--- config.mk ---
export PLATFORM = sky130hd
export DESIGN_NAME = demux_1xn_deser
export DESIGN_NICKNAME = d
export VERILOG_FILES = /design/src/rtl/demux_1xn_deser.sv
export SDC_FILE = /design/constraint.sdc
export NUM_CORES = 1
export LEC_CHECK = 0
export BUFFER_PORTS_ARGS = -buffer_cell sky130_fd_sc_hd__buf_2
export CAP_MARGIN = 20
export CORE_MARGIN = 2
export CORE_UTILIZATION = 40
export DETAILED_ROUTE_END_ITERATION = 8
export PLACE_DENSITY = 0.68
export SETUP_SLACK_MARGIN = 0.05
export SYNTH_ARGS = -nofsm -noshare
export SYNTH_HDL_FRONTEND = slang
export SYNTH_SLANG_ARGS = --single-unit
export TNS_END_PERCENT = 20
--- constraint.sdc ---
create_clock -name clk -period 3 [get_ports clk]
set_input_delay 0 -clock clk [delete_from_list [all_inputs] [get_ports clk]]
set_output_delay 0 -clock clk [all_outputs]
set_load 0.01 [all_outputs]
--- src/rtl/demux_1xn_deser.sv ---
// Time-division 1-to-N demultiplexer/deserializer: scatters a framed serial
// stream LSB-first into an N = 2**power_n bit registered parallel word.
module demux_1xn_deser #(
    parameter int power_n = 3
) (
    input  logic                  clk,
    input  logic                  rst,
    input  logic                  d,
    input  logic                  d_valid,
    input  logic                  sof,
    output logic [2**power_n-1:0] y,
    output logic                  y_valid,
    output logic                  busy,
    output logic [power_n-1:0]    sel,
    output logic                  resync_err
);

    localparam int N = 2**power_n;
    localparam logic [power_n-1:0] LAST_LANE = {power_n{1'b1}};
    localparam logic [power_n-1:0] LANE_ONE  = power_n'(1);

    typedef enum logic {
        IDLE,
        COLLECT
    } state_t;

    state_t             state, state_nxt;
    logic [N-1:0]       stage_buf, stage_buf_nxt;
    logic [power_n-1:0] sel_nxt;
    logic [N-1:0]       y_nxt;
    logic               y_valid_nxt;
    logic               resync_err_nxt;

    always_ff @(posedge clk) begin
        if (rst) begin
            state      <= IDLE;
            stage_buf  <= '0;
            sel        <= '0;
            y          <= '0;
            y_valid    <= 1'b0;
            resync_err <= 1'b0;
        end else begin
            state      <= state_nxt;
            stage_buf  <= stage_buf_nxt;
            sel        <= sel_nxt;
            y          <= y_nxt;
            y_valid    <= y_valid_nxt;
            resync_err <= resync_err_nxt;
        end
    end

    // The completing beat is merged straight into y so the word lands on the
    // same edge that samples lane N-1; every lane is rewritten per frame, so
    // stale bits from an aborted frame can never leak into y.
    always_comb begin
        state_nxt      = state;
        stage_buf_nxt  = stage_buf;
        sel_nxt        = sel;
        y_nxt          = y;
        y_valid_nxt    = 1'b0;
        resync_err_nxt = 1'b0;

        case (state)
            IDLE: begin
                if (d_valid && sof) begin
                    stage_buf_nxt[0] = d;
                    sel_nxt          = LANE_ONE;
                    state_nxt        = COLLECT;
                end
            end
            COLLECT: begin
                if (d_valid) begin
                    if (sof) begin
                        resync_err_nxt   = 1'b1;
                        stage_buf_nxt[0] = d;
                        sel_nxt          = LANE_ONE;
                    end else begin
                        stage_buf_nxt[sel] = d;
                        if (sel == LAST_LANE) begin
                            y_nxt       = {d, stage_buf[N-2:0]};
                            y_valid_nxt = 1'b1;
                            sel_nxt     = '0;
                            state_nxt   = IDLE;
                        end else begin
                            sel_nxt = sel + LANE_ONE;
                        end
                    end
                end
            end
            default: state_nxt = IDLE;
        endcase
    end

    assign busy = (state == COLLECT);

endmodule

==> results.cfg, run 1 <==
[critical_path]
startpoint_type = register
worst-path-max-fanout = 11
path_delay_family = flip-flops
worst-path-stages = 5
crit_top_cell = ha_1
worst-r2r-setup-slack_ns = 1.38
end_kind = register
cp.required_ns = 3.19
startpoint = sel[1]
path_cells = ha_1 -> ha_1 -> nand4b_1 -> nand2_1 -> a21oi_1
reg2reg_from = sel[1]
r2r_end = y[2]
critPathBufInv = 0
crit_type = reg -> reg
reg2reg_depth = 5
arrival_ns = 1.81
slowest_delay_ns = 0.53
crit_end = y[2]
worst_path_max_delay_cell = dfxtp_1

[global_route]
grt_antenna_before_repair = 0
gr-total-overflow = 0
grt_usage = 0.147
grt_max_degree = 18
grt_pass1_vias = 639
grt_pass1_wl_um = 2880

[clock_network]
cts_sinks = 21
cts_inserted_buffers = 3
path_clk_slew_ns = 0.12
cts_root_buffer = clkbuf_4
cts_tree = built
h-tree-depth = 1
clk_latency_ns = 0.30
clk_path_buf_depth = 2

[synth]
synth_top_area_frac = 0.466
yosysUniqueCellTypes = 24
avgSynthCellArea_um2 = 9.02
synthTopCellsByArea = dfxtp_1, nand2_1, mux2i_1
yosys_warnings = 0
netlist_area_um2 = 902
synth_seq_area_share = 0.466
synth_top_cell_by_area = dfxtp_1
synth_fp_nets = 107
postSynthCellCount = 100
ys_ff_latch = 21

[finish]
multi_input_area_um2 = 437
drive_gt1_frac = 0.217
final_common_cell = nand2_1
regArea_um2 = 420
area_growth_pct = 13.5
final_cell_mix = nand2_1, dfxtp_1, buf_2
nNetsFinal = 123
diodes = 0
postLayoutCoreUtil = 0.472
fillers = 228

[floorplanning]
start_util = 0.416
die_w_um = 51.5
rows = 17
coreArea_um2 = 2170
die_area_um2 = 2650
die_h_um = 51.5
num_io_pins = 19

[power]
peakVddDrop_uv = 280
cellLeakagePower_nw = 0.425
powerDensity_nw_per_um2 = 447

[sta]
min_period_ns = 1.62
max_clock_freq_ghz = 0.619
hold_viol = 0
rsz0062_at_grt = no
worstMarginPinSlew_ns = 0.358
setup_violations = 0
slew_headroom = 0.760
final-max-slew-violation-count = 0
fin_tns_setup_ns = 0
clock_skew_ns = 0.00420
setup_ws_ns = 1.38
fin_crit_sh = 0.539

[run]
cap_violations = 0

[status]
status = completed

[detailed_routing]
wl_um = 1710
post_drt_wl_per_cell_um = 12.0
drtIter0Drc = 11
ant_nets = 0
avgViaCountPerCell = 5.08
drc = 0
vias = 726
dr.pass1.iters = 4

[placed_design]
dp_hpwl_um = 1220
port_buffers = 18
preCtsSetupSlack_ns = 1.40
gp_congestion = 0.723

[min_path]
hold_path.class = in -> reg
metrics by stage:
step	power [mW]	hold slack (ns)	cells	instance area [um2]
CTS	0.460	0.0186	143	1020
floorplan	0.315	0.136	100	902
detailed placement	0.324	0.290	138	986
finish	0.457	0.0250	143	1020
global placement	0.323	0.285	138	986
global route	0.476	0.0222	143	1020
synthesized netlist by cell type, drive strengths merged:
cell type	instances
nand2	26
dfxtp	21
a21oi	9
mux2i	5
nor3b	5
buf	4
clkbuf	4
nor2	4
a22oi	3
nand4b	3
ha	2
nand3b	2
o21ai	2
o311ai	2
a41oi	1
and3b	1
and4b	1
and4bb	1
inv	1
nand3	1
o41ai	1
or4b	1
routing by layer:
metal	GRT usage	vias to the layer above	wire length, um	part of all wire
met3	0.0259	4	44	0.026
met2	0.216	13	794	0.46
li1	-	377	-	-
met5	0	-	0	0
met1	0.193	332	816	0.48
met4	0.105	0	57	0.033
final cells by class:
cell class                      instances  share of cell area
Clock inverter                          1             0.00489
Multi-Input combinational cell         70               0.427
Clock buffer                            3              0.0220
Sequential cell                        21               0.411
Inverter                                1             0.00367
Tap cell                               28              0.0342
Timing Repair Buffer                   19              0.0978
worst min path at each step:
stage	start	slack [ns]	endpoint	depth (start not counted)
3_3_place_gp	d	0.29	y[7]	3
5_1_grt	sof	0.02	resync_err	2
4_1_cts	sof	0.02	resync_err	2
2_1_floorplan	d	0.14	y[7]	2
3_5_place_dp	d	0.29	y[7]	3
6_report	sof	0.03	resync_err	2
worst register-to-register path, stage by stage (launching register included):
cell	delay, ns
dfxtp_1	0.53
ha_1	0.21
ha_1	0.20
nand4b_1	0.32
nand2_1	0.17
a21oi_1	0.07
registers in the layout, summed over array words and instances (netlist names):
signal	count
y_valid	1
y	8
resync_err	1
busy	1
sel	3
stage_buf	7
cell families (layout without fill, tap and decap cells):
kind of cell | count (synthesis) | after routing | share of synthesized area
simple gates | 45 | 45 | 0.268
flops | 21 | 21 | 0.466
compound gates | 18 | 18 | 0.133
buf+inv | 9 | 24 | 0.0499
mux | 5 | 5 | 0.0555
fa+ha+maj | 2 | 2 | 0.0277
what timing repair did:
action	in CTS	in global routing
buffers inserted	0	0
resized for setup	0	0
endpoints found under the hold margin	1	0
hold buffers	1	0
power by group:
group / internal, mW / total (mW) / leakage [nW] / switching [mW]
Sequential: 0.282 / 0.288 / 0.170 / 0.00529
Combinational: 0.0129 / 0.0306 / 0.238 / 0.0177
Clock: 0.0497 / 0.139 / 0.0177 / 0.0891
Total: 0.345 / 0.457 / 0.425 / 0.112
(Power assumes the default switching activity.)
==> inputs of run 2 (changes only) <==
clock period = 1.56 ns   (was 3 ns; I/O delays follow)
==> results.cfg, run 2 (synthesis results as in run 1) <==
[sta]
setup_violations = 0
hold_viol = 0
worstMarginPinSlew_ns = 0.322
final-max-slew-violation-count = 0
slew_headroom = 0.786
clock_skew_ns = 0.00346
fin_crit_sh = 0.887
max_clock_freq_ghz = 0.723
rsz0062_at_grt = no
min_period_ns = 1.38
fin_tns_setup_ns = 0
hold_ws_ns = 0.0318

[finish]
final_cell_mix = nand2_1, dfxtp_1, buf_2
regArea_um2 = 425
drive_gt1_frac = 0.275
multi_input_area_um2 = 438
diodes = 0
largestRegisters = y x8, stage_buf x7, sel x3
postLayoutCoreUtil = 0.492
largest_register_ffs = 8
fillers = 225
nNetsFinal = 128
area_growth_pct = 18.3
final_common_cell = nand2_1
fin_area_um2 = 1070
regMostFlops = y

[min_path]
min_from = sof
hold_path.class = in -> reg
hold_depth = 2
hold_path_end = resync_err

[critical_path]
crit_type = reg -> reg
worst-path-max-fanout = 8
arrival_ns = 1.57
path_cells = ha_1 -> ha_1 -> and4b_2 -> nand2_1 -> a21oi_1
worst-r2r-setup-slack_ns = 0.18
startpoint_type = register
reg2reg_depth = 5
r2r_end = y[3]
reg2reg_from = sel[0]
slowest_delay_ns = 0.38
crit_top_cell = ha_1
end_kind = register
worst_path_max_delay_cell = dfxtp_4
cp.required_ns = 1.75

[power]
powerDensity_nw_per_um2 = 819
cellLeakagePower_nw = 0.450
peakVddDrop_uv = 506
power.total_mw = 0.874

[clock_network]
clk_path_buf_depth = 2
cts_sinks = 21
path_clk_slew_ns = 0.12
h-tree-depth = 1
cts_inserted_buffers = 3
clk_latency_ns = 0.30
cts_root_buffer = clkbuf_4
cts_tree = built

[global_route]
grt_max_degree = 18
grt_pass1_vias = 657
grt_antenna_before_repair = 0
grt_usage = 0.151
gr-total-overflow = 0
grt_pass1_wl_um = 2970

[detailed_routing]
ant_nets = 0
drc = 0
drtIter0Drc = 13
dr.pass1.iters = 4
vias = 763
wl_um = 1780
avgViaCountPerCell = 5.16
post_drt_wl_per_cell_um = 12.1

[floorplanning]
num_io_pins = 19
start_util = 0.416
die_area_um2 = 2650
die_w_um = 51.5
coreArea_um2 = 2170
rows = 17
die_h_um = 51.5

[status]
status = completed

[placed_design]
dp_hpwl_um = 1300
placed_area_um2 = 1010
port_buffers = 18
gp_congestion = 0.724

[run]
cap_violations = 0
## run 2: cell types whose count changed in the layout (fill, tap and decap cells not counted), sizes merged
| cell | change |
|---|---|
| buf | +5 |
## run 2: layer usage
layer,up-vias,track usage,routed length [um]
met5,-,0,0
met4,0,0.0789,25
met3,2,0.0172,30
met2,9,0.263,911
met1,360,0.181,817
li1,392,-,-
## run 2: power by group
part / switching [mW] / internal, mW
sequential: 0.00700 / 0.543
combinational: 0.0389 / 0.0276
clock: 0.162 / 0.0954
## run 2: per-stage QoR
step | std cells | setup WS (ns)
floorplan | 100 | 0.123
finish | 148 | 0.177
global placement | 141 | 0.120
detailed placement | 141 | -0.00866
global route | 148 | 0.0670
CTS | 148 | 0.0950
## run 2: final cells by class
cell class                      count  share of cell area
Clock buffer                        3              0.0211
Timing Repair Buffer               24               0.129
Inverter                            1             0.00352
Tap cell                           28              0.0328
Clock inverter                      1             0.00469
Sequential cell                    21               0.399
Multi-Input combinational cell     70               0.410
## run 2: what timing repair did
action,4_1_cts,5_1_grt
resized for setup,1,3
buffers inserted,2,0
setup endpoints to repair,8,8
endpoints found under the hold margin,2,0
hold buffers,1,0
pin swaps,1,1
## run 2: how the worst max path moves through the flow
stage | from | end | slack [ns] | depth (start not counted)
floorplan | sel[0] | y[0] | 0.12 | 6
global placement | sel[0] | y[5] | 0.12 | 5
detailed placement | sel[0] | y[4] | -0.009 | 5
CTS | sel[0] | y[5] | 0.09 | 5
global route | sel[0] | y[3] | 0.07 | 5
finish | sel[0] | y[3] | 0.18 | 5
## run 2: worst max-delay path: cells and delay by family, from the launching register on
family	cells	cell delay, ns
AO/OA/AOI/OAI	1	0.05
adder cells (fa/ha/maj)	2	0.42
flip-flops	1	0.38
AND/OR/NAND/NOR	2	0.41
